### src/rtl/rsp_demux2_if.sv
// Signal bundle for the two-way response demultiplexer: one upstream
// valid/ready port and two downstream channels with occupancy counts.
interface rsp_demux2_if #(
  parameter int DATA_W = 32,
  parameter int DEPTH  = 2
);
  localparam int CNT_W = $clog2(DEPTH) + 1;

  logic              i_in_valid;
  logic              i_in_sel;
  logic [DATA_W-1:0] i_in_data;
  logic              o_in_ready;

  logic              o_out0_valid;
  logic [DATA_W-1:0] o_out0_data;
  logic              i_out0_ready;

  logic              o_out1_valid;
  logic [DATA_W-1:0] o_out1_data;
  logic              i_out1_ready;

  logic [CNT_W-1:0]  o_cnt0;
  logic [CNT_W-1:0]  o_cnt1;

  // Demultiplexer side
  modport slave (
    input  i_in_valid, i_in_sel, i_in_data, i_out0_ready, i_out1_ready,
    output o_in_ready, o_out0_valid, o_out0_data, o_out1_valid, o_out1_data,
    output o_cnt0, o_cnt1
  );

  // Producer/consumer side
  modport master (
    output i_in_valid, i_in_sel, i_in_data, i_out0_ready, i_out1_ready,
    input  o_in_ready, o_out0_valid, o_out0_data, o_out1_valid, o_out1_data,
    input  o_cnt0, o_cnt1
  );
endinterface

### src/rtl/rsp_demux2.sv
// Routes an upstream word stream into one of two independent circular FIFOs
// selected per word; each channel drains through its own valid/ready port.
module rsp_demux2 #(
  parameter int DATA_W = 32,
  parameter int DEPTH  = 2
) (
  input  logic        i_clk,
  input  logic        i_rst,
  rsp_demux2_if.slave bus
);
  localparam int AW = $clog2(DEPTH);
  localparam int CW = $clog2(DEPTH) + 1;
  localparam logic [AW-1:0] PTR_LAST = AW'(DEPTH - 1);
  localparam logic [CW-1:0] CNT_FULL = CW'(DEPTH);

  logic [1:0]        out_ready;
  logic [1:0]        push;
  logic [1:0]        pop;
  logic [1:0]        full;
  logic [1:0]        nonempty;
  logic [DATA_W-1:0] head_data [2];
  logic [CW-1:0]     cnt       [2];
  logic              in_ready;

  assign out_ready = {bus.i_out1_ready, bus.i_out0_ready};

  // Only the selected queue's fullness gates upstream; no bypass on a same-cycle pop.
  assign in_ready  = ~full[bus.i_in_sel];

  genvar gi;
  generate
    for (gi = 0; gi < 2; gi++) begin : g_chan
      logic [AW-1:0]     wptr_q, wptr_d;
      logic [AW-1:0]     rptr_q, rptr_d;
      logic [CW-1:0]     cnt_q,  cnt_d;
      logic [DATA_W-1:0] mem_q [DEPTH];

      assign full[gi]     = (cnt_q == CNT_FULL);
      assign nonempty[gi] = (cnt_q != '0);
      assign push[gi]     = bus.i_in_valid & in_ready & (bus.i_in_sel == 1'(gi)) & ~i_rst;
      assign pop[gi]      = nonempty[gi] & out_ready[gi];

      always_comb begin
        wptr_d = wptr_q;
        rptr_d = rptr_q;
        cnt_d  = cnt_q;
        if (push[gi]) begin
          wptr_d = (wptr_q == PTR_LAST) ? '0 : wptr_q + 1'b1;
        end
        if (pop[gi]) begin
          rptr_d = (rptr_q == PTR_LAST) ? '0 : rptr_q + 1'b1;
        end
        case ({push[gi], pop[gi]})
          2'b10:   cnt_d = cnt_q + 1'b1;
          2'b01:   cnt_d = cnt_q - 1'b1;
          default: cnt_d = cnt_q;
        endcase
      end

      always_ff @(posedge i_clk or posedge i_rst) begin
        if (i_rst) begin
          wptr_q <= '0;
          rptr_q <= '0;
          cnt_q  <= '0;
        end else begin
          wptr_q <= wptr_d;
          rptr_q <= rptr_d;
          cnt_q  <= cnt_d;
        end
      end

      // Storage needs no reset: an empty queue masks its head to zero.
      always_ff @(posedge i_clk) begin
        if (push[gi]) begin
          mem_q[wptr_q] <= bus.i_in_data;
        end
      end

      assign head_data[gi] = nonempty[gi] ? mem_q[rptr_q] : '0;
      assign cnt[gi]       = cnt_q;
    end
  endgenerate

  assign bus.o_in_ready   = in_ready;
  assign bus.o_out0_valid = nonempty[0];
  assign bus.o_out0_data  = head_data[0];
  assign bus.o_out1_valid = nonempty[1];
  assign bus.o_out1_data  = head_data[1];
  assign bus.o_cnt0       = cnt[0];
  assign bus.o_cnt1       = cnt[1];
endmodule
### src/flat_wrapper.sv
// flat-port wrapper written by rule: the top's interface ports become plain ports
module rsp_demux2_flat 
#(
  parameter int DATA_W = 32,
  parameter int DEPTH  = 2
)
  (i_clk, i_rst, bus_i_in_valid, bus_i_in_sel, bus_i_in_data, bus_i_out0_ready, bus_i_out1_ready, bus_o_in_ready, bus_o_out0_valid, bus_o_out0_data, bus_o_out1_valid, bus_o_out1_data, bus_o_cnt0, bus_o_cnt1);
  rsp_demux2_if #(.DATA_W(DATA_W), .DEPTH(DEPTH)) bus_i ();
  input  logic i_clk;
  input  logic i_rst;
  input wire logic [$bits(bus_i.i_in_valid)-1:0] bus_i_in_valid;
  input wire logic [$bits(bus_i.i_in_sel)-1:0] bus_i_in_sel;
  input wire logic [$bits(bus_i.i_in_data)-1:0] bus_i_in_data;
  input wire logic [$bits(bus_i.i_out0_ready)-1:0] bus_i_out0_ready;
  input wire logic [$bits(bus_i.i_out1_ready)-1:0] bus_i_out1_ready;
  output wire logic [$bits(bus_i.o_in_ready)-1:0] bus_o_in_ready;
  output wire logic [$bits(bus_i.o_out0_valid)-1:0] bus_o_out0_valid;
  output wire logic [$bits(bus_i.o_out0_data)-1:0] bus_o_out0_data;
  output wire logic [$bits(bus_i.o_out1_valid)-1:0] bus_o_out1_valid;
  output wire logic [$bits(bus_i.o_out1_data)-1:0] bus_o_out1_data;
  output wire logic [$bits(bus_i.o_cnt0)-1:0] bus_o_cnt0;
  output wire logic [$bits(bus_i.o_cnt1)-1:0] bus_o_cnt1;
  assign bus_i.i_in_valid = bus_i_in_valid;
  assign bus_i.i_in_sel = bus_i_in_sel;
  assign bus_i.i_in_data = bus_i_in_data;
  assign bus_i.i_out0_ready = bus_i_out0_ready;
  assign bus_i.i_out1_ready = bus_i_out1_ready;
  assign bus_o_in_ready = bus_i.o_in_ready;
  assign bus_o_out0_valid = bus_i.o_out0_valid;
  assign bus_o_out0_data = bus_i.o_out0_data;
  assign bus_o_out1_valid = bus_i.o_out1_valid;
  assign bus_o_out1_data = bus_i.o_out1_data;
  assign bus_o_cnt0 = bus_i.o_cnt0;
  assign bus_o_cnt1 = bus_i.o_cnt1;
  rsp_demux2 #(.DATA_W(DATA_W), .DEPTH(DEPTH)) u_core (.i_clk(i_clk), .i_rst(i_rst), .bus(bus_i));
endmodule
### config.mk
export PLATFORM = sky130hd
export DESIGN_NAME = rsp_demux2_flat
export DESIGN_NICKNAME = d
export VERILOG_FILES = /design/src/rtl/rsp_demux2_if.sv /design/src/rtl/rsp_demux2.sv /design/src/flat_wrapper.sv
export SDC_FILE = /design/constraint.sdc
export NUM_CORES = 1
export LEC_CHECK = 0
export ABC_AREA = 1
export CAP_MARGIN = 40
export CORE_UTILIZATION = 40
export DETAILED_ROUTE_END_ITERATION = 12
export HOLD_SLACK_MARGIN = 0.12
export MAX_ROUTING_LAYER = met4
export PLACE_DENSITY_LB_ADDON = 0.25
export SYNTH_ARGS = -nofsm -noshare
export SYNTH_HDL_FRONTEND = slang
export SYNTH_SLANG_ARGS = --single-unit
export TNS_END_PERCENT = 10
### constraint.sdc
create_clock -name i_clk -period 3.11 [get_ports i_clk]
set_input_delay 0.4665 -clock i_clk [delete_from_list [all_inputs] [get_ports i_clk]]
set_output_delay 0.4665 -clock i_clk [all_outputs]
set_load 0.01 [all_outputs]
# == Yosys cells after proc, flatten, opt, wreduce, memory -nomap -nowiden ==
# Memories as Yosys holds them, arrays and structs flattened.
# Index checks and enable logic that the tools add are counted.
# word_totals
register_bits,8
ramBits,128
in_bits,38
output_inout_bits,71
n_memories,2
# memory_table
name,depth,width,read_ports,rd_clocked_by_memory_dff,write_ports,line,source
u_core.g_chan[0].mem_q,2,32,1,0,1,rsp_demux2.sv:36,logic [DATA_W-1:0] mem_q [DEPTH];
u_core.g_chan[1].mem_q,2,32,1,0,1,rsp_demux2.sv:36,
# op_classes
n_addsub,8
order_cmp,1
eq_ne,6
muxes,14
bitwise,10
n_reduce_logical,4
# ops
cell,n
$mux 32,2
$mux 1,10
$eq 2x2->1 const B,4
$pmux 2 s2,2
$reduce_bool 2->1,4
$and 1x1->1,7
$add 1x1->1 const B,4
$add 2x1->2 const B,2
$eq 2x1->1 const B,2
$sub 2x1->2 const B,2
$not 1->1,3
$lt 1x2->1 const B,1

# == Depth between registers and ports, before layout ==
# depth
depth_word,9
ltp_mapped,7
mapped_depth_nobuf,7

# == Least setup slack after synthesis ==
# Ideal clock, no wire load.
# synth_path
kind,input to register
from,in i_rst
to,"mem u_core.g_chan[1].mem_q[0][0], enable pin"
arrival_time_ps,2255
t_required_ps,2689
setup_slack_ps,434
cell_stages,3
n_path_buf,0
path_cell_list,inv_1 nand4_2 nor2_1
# synth_via
elab_chain_cells,4
# synth_lines
element,line,source
"start, declared",flat_wrapper.sv:10,input logic i_rst;
$not 1->1,rsp_demux2.sv:40,assign push[gi] = bus.i_in_valid & in_ready & (bus.i_in_sel == 1'(gi)) & ~i_rst;
$and 1x1->1,rsp_demux2.sv:40,
$mux 1,rsp_demux2.sv:74,if (push[gi]) begin
$mux 1 (not written as such),rsp_demux2.sv:75,mem_q[wptr_q] <= bus.i_in_data;
"end, declared",rsp_demux2.sv:36,
# No other way between the ends.

# == Final worst setup path ==
# layout_path
from,reg u_core.g_chan[1].rptr_q
to,out bus_o_out1_data[11]
# layout_via
elab_chain_cells,2
# layout_lines
element,line,source
"start, declared",rsp_demux2.sv:34,"logic [AW-1:0] rptr_q, rptr_d;"
"start signal, assigned",rsp_demux2.sv:67,rptr_q <= rptr_d;
$mem_v2 2x32,--,
$mux 32,rsp_demux2.sv:79,assign head_data[gi] = nonempty[gi] ? mem_q[rptr_q] : '0;
"end, declared",flat_wrapper.sv:20,output wire logic [$bits(bus_i.o_out1_data)-1:0] bus_o_out1_data;
# No other way between the ends.

==> metrics.yaml <==
worst-endpoint-arrival_ns: 2.27
syn_area_per_cell_sq_um: 13.31
detailed_place_hpwl_um: 7734
antenna_violating_nets_post_route: 0
cts_clk_pin_slew_worst_paths_ns: 0.06
hold_path_class: "primary input to async pin"
finalNetCount: 551
final_layout_size_suffix_gt1_share_pct: 11.66
async_reset_ff_share_pct: 5.882
detailroute.via_count: 3358
skew_pair_late_insertion_delay_ns: 0.41
maxCapViolations: 0
slew_viol_final: 0
synth.top_cell.area_share_pct: 73.28
io_pins: 109
grt_setup_unrepaired: "false"
path_delay_family: "buffers and inverters"
p_sw_share_pct: 32.83
antenna_found_initial: 0
maximum_number_of_pins_on_one_net_before_global_route_repair: 34
status: "complete, no violations"
final_period_minus_worst_setup_slack_ns: 2.737
area_after_dpl_sq_um: 6584
antenna_cells_inserted: 0
fmax_mhz: 365.3
post_drt_via_cell_ratio: 4.832
worst-endpoint-required_ns: 2.64
wire_length_of_the_first_global_routing_pass_um: 18010
worst_setup_skew_after_layout_ns: 0.007818
total_switching_power_w: 0.002243
layout-area-overhead-vs-synth_pct: 36.50
critical_path_start_type: "flop"
core-area_sq_um: 12720
end_kind: "primary output"
netlist-cell-type-count: 18
remaining_max_slew_budget_at_the_tightest_pin_pct: 56.37
yosysWarnings: 0
timing.critical_path.fanout_max: 32
global_route.usage.total_pct: 19.15
count_of_tritonroute_iterations_in_the_first_routing_pass: 4
num_rows: 41
worst-r2r-setup-slack_ns: 1.02
synth_enable_flop_cells: 128
worst-path-buf-inv: 2
synth.area.top_cells: "sky130_fd_sc_hd__edfxtp_1, sky130_fd_sc_hd__nand2_1, sky130_fd_sc_hd__a21oi_1"
share_seq_of_total_power_pct: 33.5
power.share.combinational_pct: 38.5
postSynthNetCount: 434
post_synth_most_frequent_cells: "sky130_fd_sc_hd__nand2_1, sky130_fd_sc_hd__edfxtp_1, sky130_fd_sc_hd__a21oi_1"
worst-setup-path-type: "flop to primary output"
setup_viols_final: 0
yosys_register_bits: 136
cts_max_path_buffers: 2
clock-sinks: 136
ys_seq_area_share_pct: 77.10
initial_cell_density_of_the_core_pct: 41.23
routabilityCongestion: 0.7615
drc_viols: 0
first_global_vias: 3296
netlist.top_cell.by_area: "sky130_fd_sc_hd__edfxtp_1"
cts_post_setup_buffers_inserted: 0
ys.flop_type: "sky130_fd_sc_hd__edfxtp_1"
critical_path.cell_chain: "inv_2 > nand2_1 > a21oi_1 > clkdlybuf4s50_1"
ctsResizeCount: 0
first_iter_violations: 174
power_frac_clock_pct: 28.1
setup_total_negative_slack_ns: 0
p_per_area_nw_per_um2: 954.4
floorplan.die_area_sq_um: 13570
timing.final.hold_violations: 0
cellLeakagePower_nw: 2.546
wl_per_cell_um: 17.06
tritoncts.num_buffers: 17
synth_area_sq_um: 5245
max-vdd-ir-drop_mv: 0.4507
timing.critical_path.slowest_cell_delay_ns: 0.60
power.internal_w: 0.004589
fp.dieW_um: 116.5
finalCritPeriodShare_pct: 88.01
worstMarginPinSlew_ns: 0.6504
grt_overflow_total: 0
cts_tree: "built"
filler_cell_count: 1077
yosys.cell_count.top_type: "sky130_fd_sc_hd__nand2_1"
die_h_um: 116.5
postSynthCellCount: 394
critical_path.slowest_cell: "sky130_fd_sc_hd__clkdlybuf4s50_1"
cts-root-buf: "sky130_fd_sc_hd__clkbuf_16"
htree_levels: 4
routed_wl_um: 11860
postCtsHoldBufs: 0
io_buffer_count: 108
post-route-cell-area_sq_um: 7159
worst_hold_slack_ns: 0.3535
metal layers:
| metal | track usage [%] | wire length [um] | share of wire [%] | vias to the layer above |
|---|---|---|---|---|
| met2 | 30.30 | 6022 | 51 | 100 |
| met5 | - | 0 | 0 | - |
| met3 | 4.722 | 553 | 4.7 | 4 |
| met4 | 5.726 | 59 | 0.50 | 0 |
| met1 | 24.47 | 5222 | 44 | 1639 |
| li1 | - | - | - | 1615 |
area by class of cell:
class                           count  area, sq um  share of cell area (%)
Sequential cell                   136         4044                   56.48
Timing Repair Buffer              118         1206                   16.85
Multi-Input combinational cell    224         1066                   14.89
Clock buffer                       17        425.4                   5.942
Tap cell                          172        215.2                   3.006
Clock inverter                     14        150.1                   2.097
Inverter                           14        52.55                  0.7340
final timing paths:
check	start	to	cells after the start
hold / removal	i_rst	u_core.bus.o_cnt0[0]$_DFFE_PP0P_	2
setup / recovery	u_core.g_chan[1].rptr_q$_DFFE_PP0P_	bus_o_out1_data[11]	4
setup reg to reg	u_core.bus.o_cnt0[0]$_DFFE_PP0P_	u_core.g_chan[0].mem_q[0][12]$_DFFE_PP_	7
hold reg to reg	u_core.g_chan[0].wptr_q$_DFFE_PP0N_	u_core.g_chan[0].wptr_q$_DFFE_PP0N_	2
max in group asynchronous	i_rst	u_core.g_chan[0].rptr_q$_DFFE_PP0P_	2
min in group i_clk	u_core.g_chan[0].wptr_q$_DFFE_PP0N_	u_core.g_chan[0].wptr_q$_DFFE_PP0N_	2
power groups by stage:
| stage | clock network (W) | logic (W) | registers, W |
|---|---|---|---|
| finish | 0.00192 | 0.00263 | 0.00229 |
| global route | 0.00203 | 0.00284 | 0.00230 |
| CTS | 0.00195 | 0.00267 | 0.00229 |
| detailed placement | 0 | 0.00264 | 0.00232 |
| global placement | 0 | 0.00263 | 0.00232 |
| floorplan | 0 | 0.00124 | 0.00231 |
flip-flops by register name, summed over array words and instances, names as in the netlist:
name                  count
u_core.bus.o_cnt0         2
u_core.bus.o_cnt1         2
u_core.g_chan.mem_q     128
u_core.g_chan.rptr_q      2
u_core.g_chan.wptr_q      2
worst register-to-register path: stages (launching register included):
cell                       delay (ns)
sky130_fd_sc_hd__dfrtp_1         0.47
sky130_fd_sc_hd__nor2_1          0.18
sky130_fd_sc_hd__nand2_2         0.08
sky130_fd_sc_hd__nand2_2         0.08
sky130_fd_sc_hd__nor2_2          0.04
sky130_fd_sc_hd__nand3_2         0.07
sky130_fd_sc_hd__clkinv_1        0.52
sky130_fd_sc_hd__buf_12          0.40
cell usage in the layout, fill, tap and decap left out, types with 3 or more instances in the layout:
| cell | netlist | final |
|---|---|---|
| sky130_fd_sc_hd__buf_4 | 2 | 6 |
| sky130_fd_sc_hd__clkbuf_16 | 0 | 17 |
| sky130_fd_sc_hd__a21oi_1 | 66 | 66 |
| sky130_fd_sc_hd__nand2_1 | 130 | 130 |
| sky130_fd_sc_hd__buf_12 | 0 | 4 |
| sky130_fd_sc_hd__xnor2_1 | 3 | 3 |
| sky130_fd_sc_hd__dfrtp_1 | 8 | 8 |
| sky130_fd_sc_hd__clkinv_4 | 0 | 3 |
| sky130_fd_sc_hd__clkinv_2 | 0 | 3 |
| sky130_fd_sc_hd__inv_1 | 9 | 8 |
| sky130_fd_sc_hd__clkinvlp_4 | 0 | 3 |
| sky130_fd_sc_hd__inv_6 | 0 | 3 |
| sky130_fd_sc_hd__nand2_2 | 3 | 3 |
| sky130_fd_sc_hd__nor2_4 | 3 | 6 |
| sky130_fd_sc_hd__xor2_1 | 4 | 4 |
| sky130_fd_sc_hd__clkdlybuf4s50_1 | 0 | 108 |
| sky130_fd_sc_hd__edfxtp_1 | 128 | 128 |
| sky130_fd_sc_hd__inv_2 | 5 | 5 |
cell families after synthesis:
group	after synthesis	synth area share (%)
AOI/OAI and AO/OA	68	6.489
buffers and inverters	34	3.006
DFF	136	77.10
adders and majority gates	2	0.4770
and+or+nand+nor	147	11.76
xor gates and xnor gates	7	1.169
through the flow:
stage / setup slack (ns) / instances / total power (W) / util, %
after floorplan: 0.4339 / 394 / 0.003551 / -
after global placement: 0.5659 / 664 / 0.004948 / 51.75
after detailed placement: 0.5099 / 664 / 0.004965 / 51.75
after CTS: 0.3841 / 695 / 0.006904 / 56.27
after global routing: 0.2591 / 695 / 0.007168 / 56.27
final: 0.3728 / 695 / 0.006833 / 56.27
Note: power is estimated with default switching activity, not from simulation.
